**config.mk**
```make
export PLATFORM = sky130hd
export DESIGN_NAME = offnariscv_stage_fifo
export DESIGN_NICKNAME = d
export VERILOG_FILES = /design/src/rtl/offnariscv_stage_fifo.sv
export SDC_FILE = /design/constraint.sdc
export NUM_CORES = 1
export LEC_CHECK = 0
export ABC_CLOCK_PERIOD_IN_PS = 1900
export CAP_MARGIN = 0
export CORE_ASPECT_RATIO = 0.6
export CORE_MARGIN = 8
export CORE_UTILIZATION = 45
export CTS_BUF_LIST = sky130_fd_sc_hd__clkbuf_2 sky130_fd_sc_hd__clkbuf_4 sky130_fd_sc_hd__clkbuf_8
export CTS_CLUSTER_SIZE = 16
export DETAILED_ROUTE_END_ITERATION = 12
export PLACE_DENSITY = 0.74
export RECOVER_POWER = 100
export SETUP_SLACK_MARGIN = 0.5
export SYNTH_ARGS = -nofsm -noshare
export SYNTH_HDL_FRONTEND = slang
export SYNTH_SLANG_ARGS = --single-unit
```
**constraint.sdc**
```tcl
create_clock -name clk -period 1.9 [get_ports clk]
set_input_delay 0.38 -clock clk [delete_from_list [all_inputs] [get_ports clk]]
set_output_delay 0.38 -clock clk [all_outputs]
set_load 0.02 [all_outputs]
```
**src/rtl/offnariscv_stage_fifo.sv**
```systemverilog
// offnariscv_stage_fifo: flushable DEPTH-entry elastic buffer between pipeline stages.
// Rev 1.0 - initial release
`timescale 1ns/1ps
`default_nettype none

module offnariscv_stage_fifo #(
  parameter int TDATA_WIDTH  = 32,
  parameter int DEPTH        = 2,
  parameter bit FALL_THROUGH = 1'b0,
  parameter int CNT_WIDTH    = $clog2(DEPTH + 1)
) (
  input  logic                   clk,
  input  logic                   rst,
  input  logic                   flush,
  input  logic                   s_tvalid,
  output logic                   s_tready,
  input  logic [TDATA_WIDTH-1:0] s_tdata,
  output logic                   m_tvalid,
  input  logic                   m_tready,
  output logic [TDATA_WIDTH-1:0] m_tdata,
  output logic [CNT_WIDTH-1:0]   count
);

  localparam int PTR_WIDTH = $clog2(DEPTH);

  typedef enum logic [1:0] {
    EMPTY   = 2'd0,
    PARTIAL = 2'd1,
    FULL    = 2'd2
  } fill_state_t;

  fill_state_t            state;
  logic [PTR_WIDTH-1:0]   rp;
  logic [PTR_WIDTH-1:0]   wp;
  logic [CNT_WIDTH-1:0]   cnt;
  logic [TDATA_WIDTH-1:0] mem0;
  logic [TDATA_WIDTH-1:0] mem_rest [DEPTH];
  logic                   ft_active;
  logic                   push;
  logic                   pop;
  logic                   wr_en;
  logic                   rd_en;

  always_comb begin
    state = PARTIAL;
    if (cnt == '0)
      state = EMPTY;
    else if (cnt == CNT_WIDTH'(DEPTH))
      state = FULL;
  end

  // Fall-through only bypasses the array while it holds nothing.
  assign ft_active = FALL_THROUGH && (state == EMPTY);

  assign s_tready = (state != FULL) && !flush;

  always_comb begin
    m_tvalid = (state != EMPTY) && !flush;
    m_tdata  = (rp == '0) ? mem0 : mem_rest[rp];
    if (ft_active) begin
      m_tvalid = s_tvalid && !flush;
      m_tdata  = s_tdata;
    end
  end

  assign push = s_tvalid && s_tready;
  assign pop  = m_tvalid && m_tready;

  // A word that falls straight through never touches the array or counter.
  assign wr_en = push && !(ft_active && pop);
  assign rd_en = pop && !ft_active;

  always_ff @(posedge clk or posedge rst) begin
    if (rst) begin
      rp  <= '0;
      wp  <= '0;
      cnt <= '0;
    end else if (flush) begin
      rp  <= '0;
      wp  <= '0;
      cnt <= '0;
    end else begin
      if (wr_en)
        wp <= wp + PTR_WIDTH'(1);
      if (rd_en)
        rp <= rp + PTR_WIDTH'(1);
      cnt <= cnt + CNT_WIDTH'(wr_en) - CNT_WIDTH'(rd_en);
    end
  end

  // Entry 0 is reset so the registered output reads zero out of reset.
  always_ff @(posedge clk or posedge rst) begin
    if (rst)
      mem0 <= '0;
    else if (wr_en && (wp == '0))
      mem0 <= s_tdata;
  end

  always_ff @(posedge clk) begin
    if (wr_en && (wp != '0))
      mem_rest[wp] <= s_tdata;
  end

  assign count = cnt;

endmodule

`default_nettype wire

```
==> results by group, run 1 <==
Placement
  – Place WS: -235 ps
  – # port buffers: 72
  – Routability congestion estimate: 0.781
  – HPWL Detailed: 4.33 mm

GRT
  – Number of global-route vias before repair: 2003
  – Total Routing Usage GR: 0.167
  – Grt ovf: 0
  – Largest net degree at the start of global routing: 34
  – First-pass GRT wire length: 11.7 mm
  – Initial antenna violation count: 1

Clock tree
  – CTS tree: done
  – Clk slew on worst S/H paths: 80 ps
  – CTS buffer count: 9
  – Clock sink count: 68
  – CTS Buffer Depth: 2
  – Worst-skew pair later-pin latency: 330 ps
  – CTS Root Cell: clkbuf_8
  – Htree depth: 3
  – Hold-fix buffers, CTS: 0

Logic synthesis
  – Cell variety after synth: 22
  – Register area share after synthesis: 0.667
  – Cell Area, Synth: 2790 um^2
  – Yosys warning total: 0
  – Post-synth top area share: 0.344
  – Synth area leaders: edfxtp_1 34%, dfrtp_1 32%, mux2_2 25%
  – Post-Synthesis Cells: 160
  – Biggest area consumer among synthesized cells: edfxtp_1
  – Yosys reg bits: 68
  – Syn avg cell area: 17.4 um^2
  – Syn nets: 199

Floorplan
  – Row count: 22
  – Die Ht: 77.0 um
  – Total die area: 9060 um^2
  – Io pins: 73
  – Die Wd: 118 um
  – Core area: 6060 um^2
  – Initial Utilization: 0.461

Worst setup path
  – Data arrival time of the critical path: 1520 ps
  – Worst-path cell chain: buf_12 > buf_12 > mux2_4 > buf_6
  – Worst path bufs/invs: 3
  – Worst-path maximum fanout: 8
  – Worst path most repeated cell: buf_12
  – CP Capture Type: output port
  – Critical Path RT: 1520 ps
  – Peak per-stage delay on the critical path: 440 ps
  – Worst setup path class: register to output port
  – Slowest CP cell: dfrtp_2
  – CP startpoint kind: register
  – Top delay family on crit path: flip-flops

Timing
  – Final Hold Fails: 0
  – Min Hold Slack: 357 ps
  – Slew Limit Headroom: 0.417
  – Fin. max-slew vios: 0
  – Unrepaired setup endpoints after global routing: true
  – Setup Skew: 6.41 ps
  – Final period util: 1.00
  – Minimum clock period: 1900 ps
  – Post-route setup slack: -1.20 ps
  – Max Clk Rate: 526 MHz
  – Worst slew pin tran: 875 ps
  – Count of final setup violators: 1

Power and ir drop
  – Peak supply drop: 0.796 mV
  – Power Density: 1190 nW/um^2
  – Leak: 0.00206 uW

Hold path
  – Worst Hold Class: input port to asynchronous set/reset pin

Outcome
  – Failing checks: negative setup slack
  – Outcome: finished, violations left

Routing
  – DR top layer: met5
  – DR pass1 iterations: 4
  – Drt drc: 0
  – Routed length on met1: 3.67 mm
  – Vias post-DR: 1846
  – WL met3: 444 um
  – Met2 wire len: 3.51 mm
  – DRT Wirelength: 7.65 mm
  – DR iter-0 viols: 57
  – Via density per instance: 4.96
  – Post-route ant nets: 0
  – WL/cell: 20.6 um

Finish
  – Multi-input combinational cell area: 1150 um^2
  – Syn-to-layout area delta: 71.3%
  – Layout fillers: 340
  – Reg area: 1870 um^2
  – Layout Nets: 322
  – Layout cells sized above 1: 0.625
  – Ant. Diodes: 0

Flow run
  – # Max-Cap Violations: 0
[cells in the final DEF (no fill, tap or decap), drive strengths merged, types with 2 or more instances in the layout]
| master | count |
|---|---|
| buf | 81 |
| mux2 | 65 |
| dfrtp | 36 |
| dlygate4sd3 | 33 |
| edfxtp | 32 |
| clkbuf | 12 |
| inv | 5 |
| ha | 2 |
| clkinvlp | 2 |
| clkinv | 2 |
| dlygate4sd2 | 2 |
| nor2 | 2 |
[cells in the mapped netlist]
cell type,number
clkbuf_1,1
o21ba_2,1
xor2_1,1
nor2_1,2
and2_1,1
buf_2,3
mux2_1,2
nand2_1,1
xnor2_1,1
mux2_2,63
a21oi_1,1
inv_1,4
nor4_4,1
and3_1,1
dfrtp_1,36
and2b_1,1
buf_6,3
nand2b_1,1
ha_1,2
edfxtp_1,32
o211ai_1,1
nor2b_1,1
[logic make-up after synthesis]
family | synth area share
AO/OA/AOI/OAI | 0.00807
buffers and inverters | 0.0242
AND/OR/NAND/NOR | 0.0233
multiplexers | 0.262
XOR/XNOR | 0.00628
adder cells (fa/ha/maj) | 0.00896
flip-flops | 0.667
[registers in the layout, indices dropped and copies added (netlist names)]
signal and cells:
wp 1, mem_rest 32, count 2, mem0 32, rp 1
[worst paths after layout]
kind / start / end / slack [ps] / cells past startpoint
max: rp$_DFFE_PP0P_ / m_tdata[16] / -1 / 4
min: rst / count[0]$_DFF_PP0_ / 360 / 2
max reg2reg: count[0]$_DFF_PP0_ / mem_rest[1][29]$_DFFE_PP_ / 80 / 8
min reg2reg: mem0[9]$_DFFE_PP0P_ / mem0[9]$_DFFE_PP0P_ / 510 / 1
max in group asynchronous: rst / rp$_DFFE_PP0P_ / 440 / 3
min in group clk: mem0[9]$_DFFE_PP0P_ / mem0[9]$_DFFE_PP0P_ / 510 / 1
[metal layers]
metal  global-route usage  vias up
met2                0.257       60
met1                0.224      944
met3               0.0614        6
li1                     -      834
met5                    0        -
met4               0.0305        2
[where the power goes]
| part | internal, uW | leakage [uW] | total (uW) | switching (uW) |
|---|---|---|---|---|
| Clock | 621 | 0.0000961 | 1170 | 549 |
| Combinational | 1570 | 0.00125 | 2560 | 992 |
| Sequential | 1810 | 0.000713 | 1970 | 163 |
[worst register-to-register path: stages (launching register included)]
cell     delay, ps
dfrtp_2        400
and2b_2        260
nor2_4         140
buf_6          120
buf_6           70
and3_4         210
buf_12         140
buf_12         100
buf_16         100
[final cells by class]
type / count / area share
tap: 84 / 0.0220
clock inverter: 6 / 0.0133
inverter: 4 / 0.00366
timing repair buffer: 119 / 0.302
clock buffer: 10 / 0.0275
multi-input combinational: 81 / 0.241
sequential: 68 / 0.390
[stage by stage]
step	instances	area, um^2	util	total power [uW]	TNS (ps)
CTS	366	4680	0.773	5620	-151
floorplan	160	2930	-	3090	0
global placement	323	3860	0.637	3900	-5320
detailed placement	323	3860	0.637	3920	-7730
global route	372	4780	0.790	5940	-396
finish	372	4780	0.790	5700	-1.20
[what timing repair did]
item                                    in CTS  in global routing
pin swaps                                    7                  4
gates resized for setup                    278                 12
gates cloned                                 8                  1
endpoints found under the setup margin     103                103
setup buffers                               19                  5
No activity file was read; power rests on OpenSTA's default activity.
==> run 2: changes to the inputs <==
--- a/config.mk
+++ b/config.mk
@@ -5,6 +5,7 @@
 export SDC_FILE = /design/constraint.sdc
 export NUM_CORES = 1
 export LEC_CHECK = 0
+export ABC_AREA = 0
 export ABC_CLOCK_PERIOD_IN_PS = 1900
 export CAP_MARGIN = 0
 export CORE_ASPECT_RATIO = 0.6
==> results of run 2 <==
Final layout, timing and power as in run 1 (identical DEF).
